[config.mk]
export PLATFORM = sky130hd
export DESIGN_NAME = apbdma_downsizer
export DESIGN_NICKNAME = d
export VERILOG_FILES = /design/src/rtl/apbdma_downsizer.sv
export SDC_FILE = /design/constraint.sdc
export NUM_CORES = 1
export LEC_CHECK = 0
export ABC_CLOCK_PERIOD_IN_PS = 1900
export BUFFER_PORTS_ARGS = -buffer_cell sky130_fd_sc_hd__clkbuf_2
export CORE_ASPECT_RATIO = 0.6
export CORE_MARGIN = 2
export CORE_UTILIZATION = 50
export DETAILED_ROUTE_END_ITERATION = 8
export GPL_TIMING_DRIVEN = 0
export PLACE_DENSITY = 0.92
export SLEW_MARGIN = 20
export SYNTH_ARGS = -nofsm -noshare
export SYNTH_HDL_FRONTEND = slang
export SYNTH_SLANG_ARGS = --single-unit
[constraint.sdc]
create_clock -name clk_i -period 1.9 [get_ports clk_i]
set_input_delay 0.57 -clock clk_i [delete_from_list [all_inputs] [get_ports clk_i]]
set_output_delay 0.57 -clock clk_i [all_outputs]
set_load 0.01 [all_outputs]
[src/rtl/apbdma_downsizer.sv]
// apbdma_downsizer: splits wide data/strobe words into LSB-first narrow beats with a last tag; define APBDMA_DOWNSIZER_SKIP_EN to drop all-zero-strobe beats
module apbdma_downsizer #(
  parameter int InDataWidth = 64,
  parameter int OutDataWidth = 32
) (
  input  logic                      clk_i,
  input  logic                      rst_i,
  input  logic [InDataWidth-1:0]    data_i,
  input  logic [InDataWidth/8-1:0]  strb_i,
  input  logic                      valid_i,
  output logic                      ready_o,
  output logic [OutDataWidth-1:0]   data_o,
  output logic [OutDataWidth/8-1:0] strb_o,
  output logic                      last_o,
  output logic                      valid_o,
  input  logic                      ready_i
);
  localparam int Ratio = InDataWidth / OutDataWidth;
  localparam int IW = $clog2(Ratio);
  localparam int SW = OutDataWidth / 8;
  typedef enum logic {Idle, Busy} state_t;
  if (Ratio < 2 || (Ratio & (Ratio - 1)) != 0 || InDataWidth != Ratio * OutDataWidth || OutDataWidth % 8 != 0) begin : g_bad_ratio
    $error("apbdma_downsizer: InDataWidth/OutDataWidth must be a power of two >= 2");
  end
  state_t            state_q;
  logic [InDataWidth-1:0]   word_q;
  logic [InDataWidth/8-1:0] wstrb_q;
  logic [IW-1:0]     idx_q, first_idx, next_idx;
  logic              first_any, more, busy;
  assign busy    = state_q == Busy;
  assign data_o  = word_q[idx_q*OutDataWidth +: OutDataWidth];
  assign strb_o  = wstrb_q[idx_q*SW +: SW];
  assign valid_o = busy;
  assign last_o  = busy && !more;
  assign ready_o = !rst_i && (!busy || (last_o && ready_i));
`ifdef APBDMA_DOWNSIZER_SKIP_EN
  logic [Ratio-1:0] nz, nz_in;
  // priority search for the lowest non-empty slice of the incoming word and above the current beat
  always_comb begin
    nz = '0;
    nz_in = '0;
    first_idx = '0;
    first_any = 1'b0;
    next_idx = idx_q;
    more = 1'b0;
    for (int k = Ratio - 1; k >= 0; k--) begin
      nz[k] = |wstrb_q[k*SW +: SW];
      nz_in[k] = |strb_i[k*SW +: SW];
      if (nz_in[k]) begin
        first_idx = IW'(k);
        first_any = 1'b1;
      end
      if (nz[k] && k > int'(idx_q)) begin
        next_idx = IW'(k);
        more = 1'b1;
      end
    end
  end
`else
  assign first_idx = '0;
  assign first_any = 1'b1;
  assign next_idx  = idx_q + IW'(1);
  assign more      = idx_q != IW'(Ratio - 1);
`endif
  // acceptance outranks completion so consecutive words stream without a bubble
  always_ff @(posedge clk_i)
    if (rst_i) begin
      state_q <= Idle;
      idx_q <= '0;
      word_q <= '0;
      wstrb_q <= '0;
    end else if (valid_i && ready_o) begin
      word_q <= data_i;
      wstrb_q <= strb_i;
      idx_q <= first_idx;
      state_q <= first_any ? Busy : Idle;
    end else if (busy && ready_i && more) idx_q <= next_idx;
    else if (busy && ready_i) state_q <= Idle;
endmodule
Yosys cells after proc, flatten, opt, wreduce, memory -nomap -nowiden
Index checks and enable logic that the tools add are counted.
{"block": "op_classes", "addsub": 1, "n_eq_ne": 1, "n_shift": 2, "muxes": 3, "bitwise": 1, "n_reduce_logical": 12}
{"op": "$shiftx A64 B7 Y32", "count": 1}
{"op": "$shiftx A8 B4 Y4", "count": 1}
{"op": "$logic_and A1 B1 Y1", "count": 6}
{"op": "$mux W1", "count": 3}
{"op": "$logic_not A1 Y1", "count": 2}
{"op": "$ne A2 B2 Y1 const B", "count": 1}
{"op": "$reduce_and A2 Y1", "count": 1}
{"op": "$reduce_bool A2 Y1", "count": 1}
{"op": "$reduce_or A2 Y1", "count": 1}
{"op": "$add A1 B1 Y1 const B", "count": 1}
{"op": "$logic_or A1 B1 Y1", "count": 1}
{"op": "$not A1 Y1", "count": 1}
{"block": "totals", "reg_bits": 74, "inputBits": 76, "output_inout_bits": 39, "elab_cells": 24}

Depth between registers and ports, before layout
{"block": "logic_depth", "ltp_word": 7, "mapped_depth": 4, "mapped_depth_nobuf": 3}

Worst setup path after synthesis
Ideal clock, no wire load.
{"block": "synth_path", "path_type": "reg-to-output", "startpoint": "register idx_q", "endpoint": "output data_o[13]", "arrival_time_ps": 1148, "t_required_ps": 1330, "path_slack_ps": 182, "stages_incl_launch_ff": 4, "path_buffers": 2, "path_cell_list": "dfxtp_1 buf_2 buf_2 mux2_2"}
{"block": "synth_between", "elab_chain_len": 1}
{"element": "start, declared", "line_no": "28", "rtl": "logic [IW-1:0] idx_q, first_idx, next_idx;"}
{"element": "start signal, assigned", "line_no": "75", "rtl": "idx_q <= first_idx;"}
{"element": "start signal, assigned", "line_no": "77", "rtl": "end else if (busy && ready_i && more) idx_q <= next_idx;"}
{"element": "$shiftx A64 B7 Y32", "line_no": "31", "rtl": "assign data_o = word_q[idx_q*OutDataWidth +: OutDataWidth];"}
{"element": "end, declared", "line_no": "12", "rtl": "output logic [OutDataWidth-1:0] data_o,"}
Every way passes these cells.

Final worst setup path
{"block": "layout_path", "startpoint": "register idx_q", "endpoint": "output data_o[29]"}
The elaborated chain is that of the path after synthesis.

==> metrics.txt <==
outcome finished with violations; failing checks setup timing; share of the synthesized area in the top cell type 0.4425; Crit. Startpoint idx_q; number of port buffers roughly 110; number of warning messages in the yosys log 0; worst hold path class input pin to register; drt first pass iters 4; maximum capacitance violations 0; # nets final between 400 and 500; core area 6590 um^2; Die Y around 67 um; wire per inst between 15 and 20 um; number of vias after detailed routing between 2000 and 3000; power per standard cell area 744.7 nW/um^2; detailed router's first-iteration violation count between 60 and 70; transition at the pin with the smallest max-transition slack between 0.5 and 0.6 ns; CTS sink cnt 74; fraction of the core area covered by cells at the end of the flow 0.6993; mean number of vias per cell between 4 and 5; Placement Rows 23; DRC violations left 0; P_leak 2.138 nW; setup violation total in the final timing report 36; global routing usage summed across all routing layers 0.2102; Setup WS pre-CTS -0.2722 ns; reg-to-reg endpoint word_q[10]; Mean Syn Cell Area about 12 um^2; count of pins on the block boundary roughly 120; placed cell count between 400 and 500; Post-synth ARST share 0; via count of the first global-routing pass between 2000 and 2500; worst-path maximum fanout 4; fill count about 460; summed negative setup slack over all endpoints -2.608 ns; share of cells above drive strength 1 0.6167; critical path capture point type primary output; Startpoint Class register; most frequently used flop master after synthesis sky130_fd_sc_hd__dfxtp_1; Post-Route Skew between 0.004 and 0.005 ns; critical path arrival 1.43 ns; top cell type by total area after synthesis sky130_fd_sc_hd__dfxtp_1; Final min period about 2 ns; Final period util 1.054; clock buffer depth 2; Die Outline Area between 7000 and 8000 um^2; total standard cell area after synthesis between 3000 and 4000 um^2; unrepaired setup endpoints after global routing yes; TritonCTS clock tree done; leading post-synthesis cells by cell area sky130_fd_sc_hd__dfxtp_1, sky130_fd_sc_hd__mux2_2, sky130_fd_sc_hd__nor2b_1; master cell of the clock root buffer sky130_fd_sc_hd__clkbuf_8; remaining antenna violation count 0; number of enable-type register cells in the synthesized netlist 0; maximum number of pins on one net before global-route repair 20; HPWL reported at the end of detailed placement around 5500 um; total count of max-transition violations in the final report 0; final non-filler cell total just over 500; Seq/Total Area, Yosys 0.4425; launching point of the worst reg2reg path idx_q; source-to-sink clock delay at the later pin of the worst-skew pair about 0.34 ns; total overflow reported by the global router 0; global-route wire length before repair about 12000 um; clk slew on worst S/H paths ~0.080 ns; P&R area growth vs syn 37.63%; critical path endpoint data_o[29]; die boundary width approximately 110 um; required time reported for the critical path endpoint around 1.3 ns; Hold Fails Final Rpt 0; Placer Congestion 0.7158; antenna diode count 0; final setup slack of the worst path -0.1034 ns; relative max-transition margin 0.6296; number of cells on the worst reg-to-reg path 5; starting density of the core 0.5081; highest clock rate around 500 MHz; number of antenna violations at the first check in global routing 0; syn_nets 360; post-synthesis instance total ~280; peak ir drop on the vdd network 0.5295 mV; reg-to-reg setup timing slack approximately 0.18 ns; number of distinct library cells after synthesis 15; classification of the worst setup path register to primary output; H-tree depth reported by CTS 3; total routed wirelength 8002 um; synthesis-stage register bit count 74; Inserted Clock Buffers 9
==> state kept, by name, indices dropped and copies added, names as in the netlist <==
signal,flops
wstrb_q,8
idx_q,1
word_q,64
valid_o,1
==> repair_timing <==
action / 4_1_cts / 5_1_grt
cloned: 2 / 1
hold buffers: 0 / 0
endpoints found under the setup margin: 38 / 38
setup buffers: 4 / 1
resized for setup: 35 / 61
==> worst max-delay path, cell delays in order, from the launching register on <==
cell	delay, ns
sky130_fd_sc_hd__dfxtp_4	0.38
sky130_fd_sc_hd__buf_8	0.14
sky130_fd_sc_hd__clkbuf_16	0.15
sky130_fd_sc_hd__mux2_4	0.30
sky130_fd_sc_hd__buf_6	0.12
==> power breakdown <==
part	switching [mW]	internal, mW	total, mW
registers	0.0570	1.67	1.72
clock network	0.551	0.459	1.01
logic	0.260	0.437	0.697
==> cells by family after synthesis <==
| group | after synthesis | share of synthesized area |
|---|---|---|
| buf+inv | 20 | 0.03924 |
| flops | 74 | 0.4425 |
| simple gates | 79 | 0.1487 |
| compound gates | 3 | 0.006350 |
| mux | 108 | 0.3632 |
==> synthesized netlist by cell type (all sizes together), types with 3 or more instances <==
cell type	count
mux2	108
dfxtp	74
nor2b	73
buf	12
clkbuf	7
nor2	3
==> routing by layer <==
| layer | share of wire | GRT usage | vias to the layer above | wire, um |
|---|---|---|---|---|
| li1 | - | - | 1224 | - |
| met1 | 0.47 | 0.2584 | 1188 | 3731 |
| met2 | 0.45 | 0.3503 | 81 | 3636 |
| met3 | 0.071 | 0.07239 | 7 | 566 |
| met4 | 0.0085 | 0.06646 | 0 | 68 |
| met5 | 0 | 0 | - | 0 |
==> layout make-up <==
type	count	area, um^2	share of cell area
plain buffers	18	161.4	0.03503
well taps	87	108.9	0.02362
flip-flops and latches	74	1485	0.3223
clock buffers	11	131.4	0.02851
repair buffers	122	862.1	0.1871
clock inverters	4	20.02	0.004344
inverters	1	3.754	0.0008146
multi-input cells	190	1836	0.3983
==> metrics by stage <==
stage	instance area [um^2]	hold WS (ns)	power [mW]
after floorplan	3348	0.5280	2.098
after global placement	4028	0.5057	2.289
after detailed placement	4028	0.5295	2.312
after CTS	4388	0.4401	3.367
after global routing	4608	0.4407	3.589
final	4608	0.4504	3.432
==> placed cells by master (no fill, tap or decap), types with 3 or more instances in the layout <==
cell,count
sky130_fd_sc_hd__mux2_4,26
sky130_fd_sc_hd__dfxtp_1,73
sky130_fd_sc_hd__buf_4,3
sky130_fd_sc_hd__nor2_1,3
sky130_fd_sc_hd__clkinv_2,4
sky130_fd_sc_hd__buf_8,4
sky130_fd_sc_hd__clkbuf_8,9
sky130_fd_sc_hd__clkbuf_1,8
sky130_fd_sc_hd__clkbuf_2,90
sky130_fd_sc_hd__buf_6,32
sky130_fd_sc_hd__mux2_2,82
sky130_fd_sc_hd__nor2b_1,73
==> worst min path at each step <==
stage / startpoint / to / slack (ns) / depth (start not counted)
final: data_i[21] / word_q[21] / 0.45 / 2
after detailed placement: valid_o / idx_q / 0.53 / 2
after floorplan: valid_o / idx_q / 0.53 / 2
after CTS: data_i[39] / word_q[39] / 0.44 / 2
after global placement: valid_o / idx_q / 0.51 / 2
after global routing: data_i[13] / word_q[13] / 0.44 / 2
(Power assumes the default switching activity.)
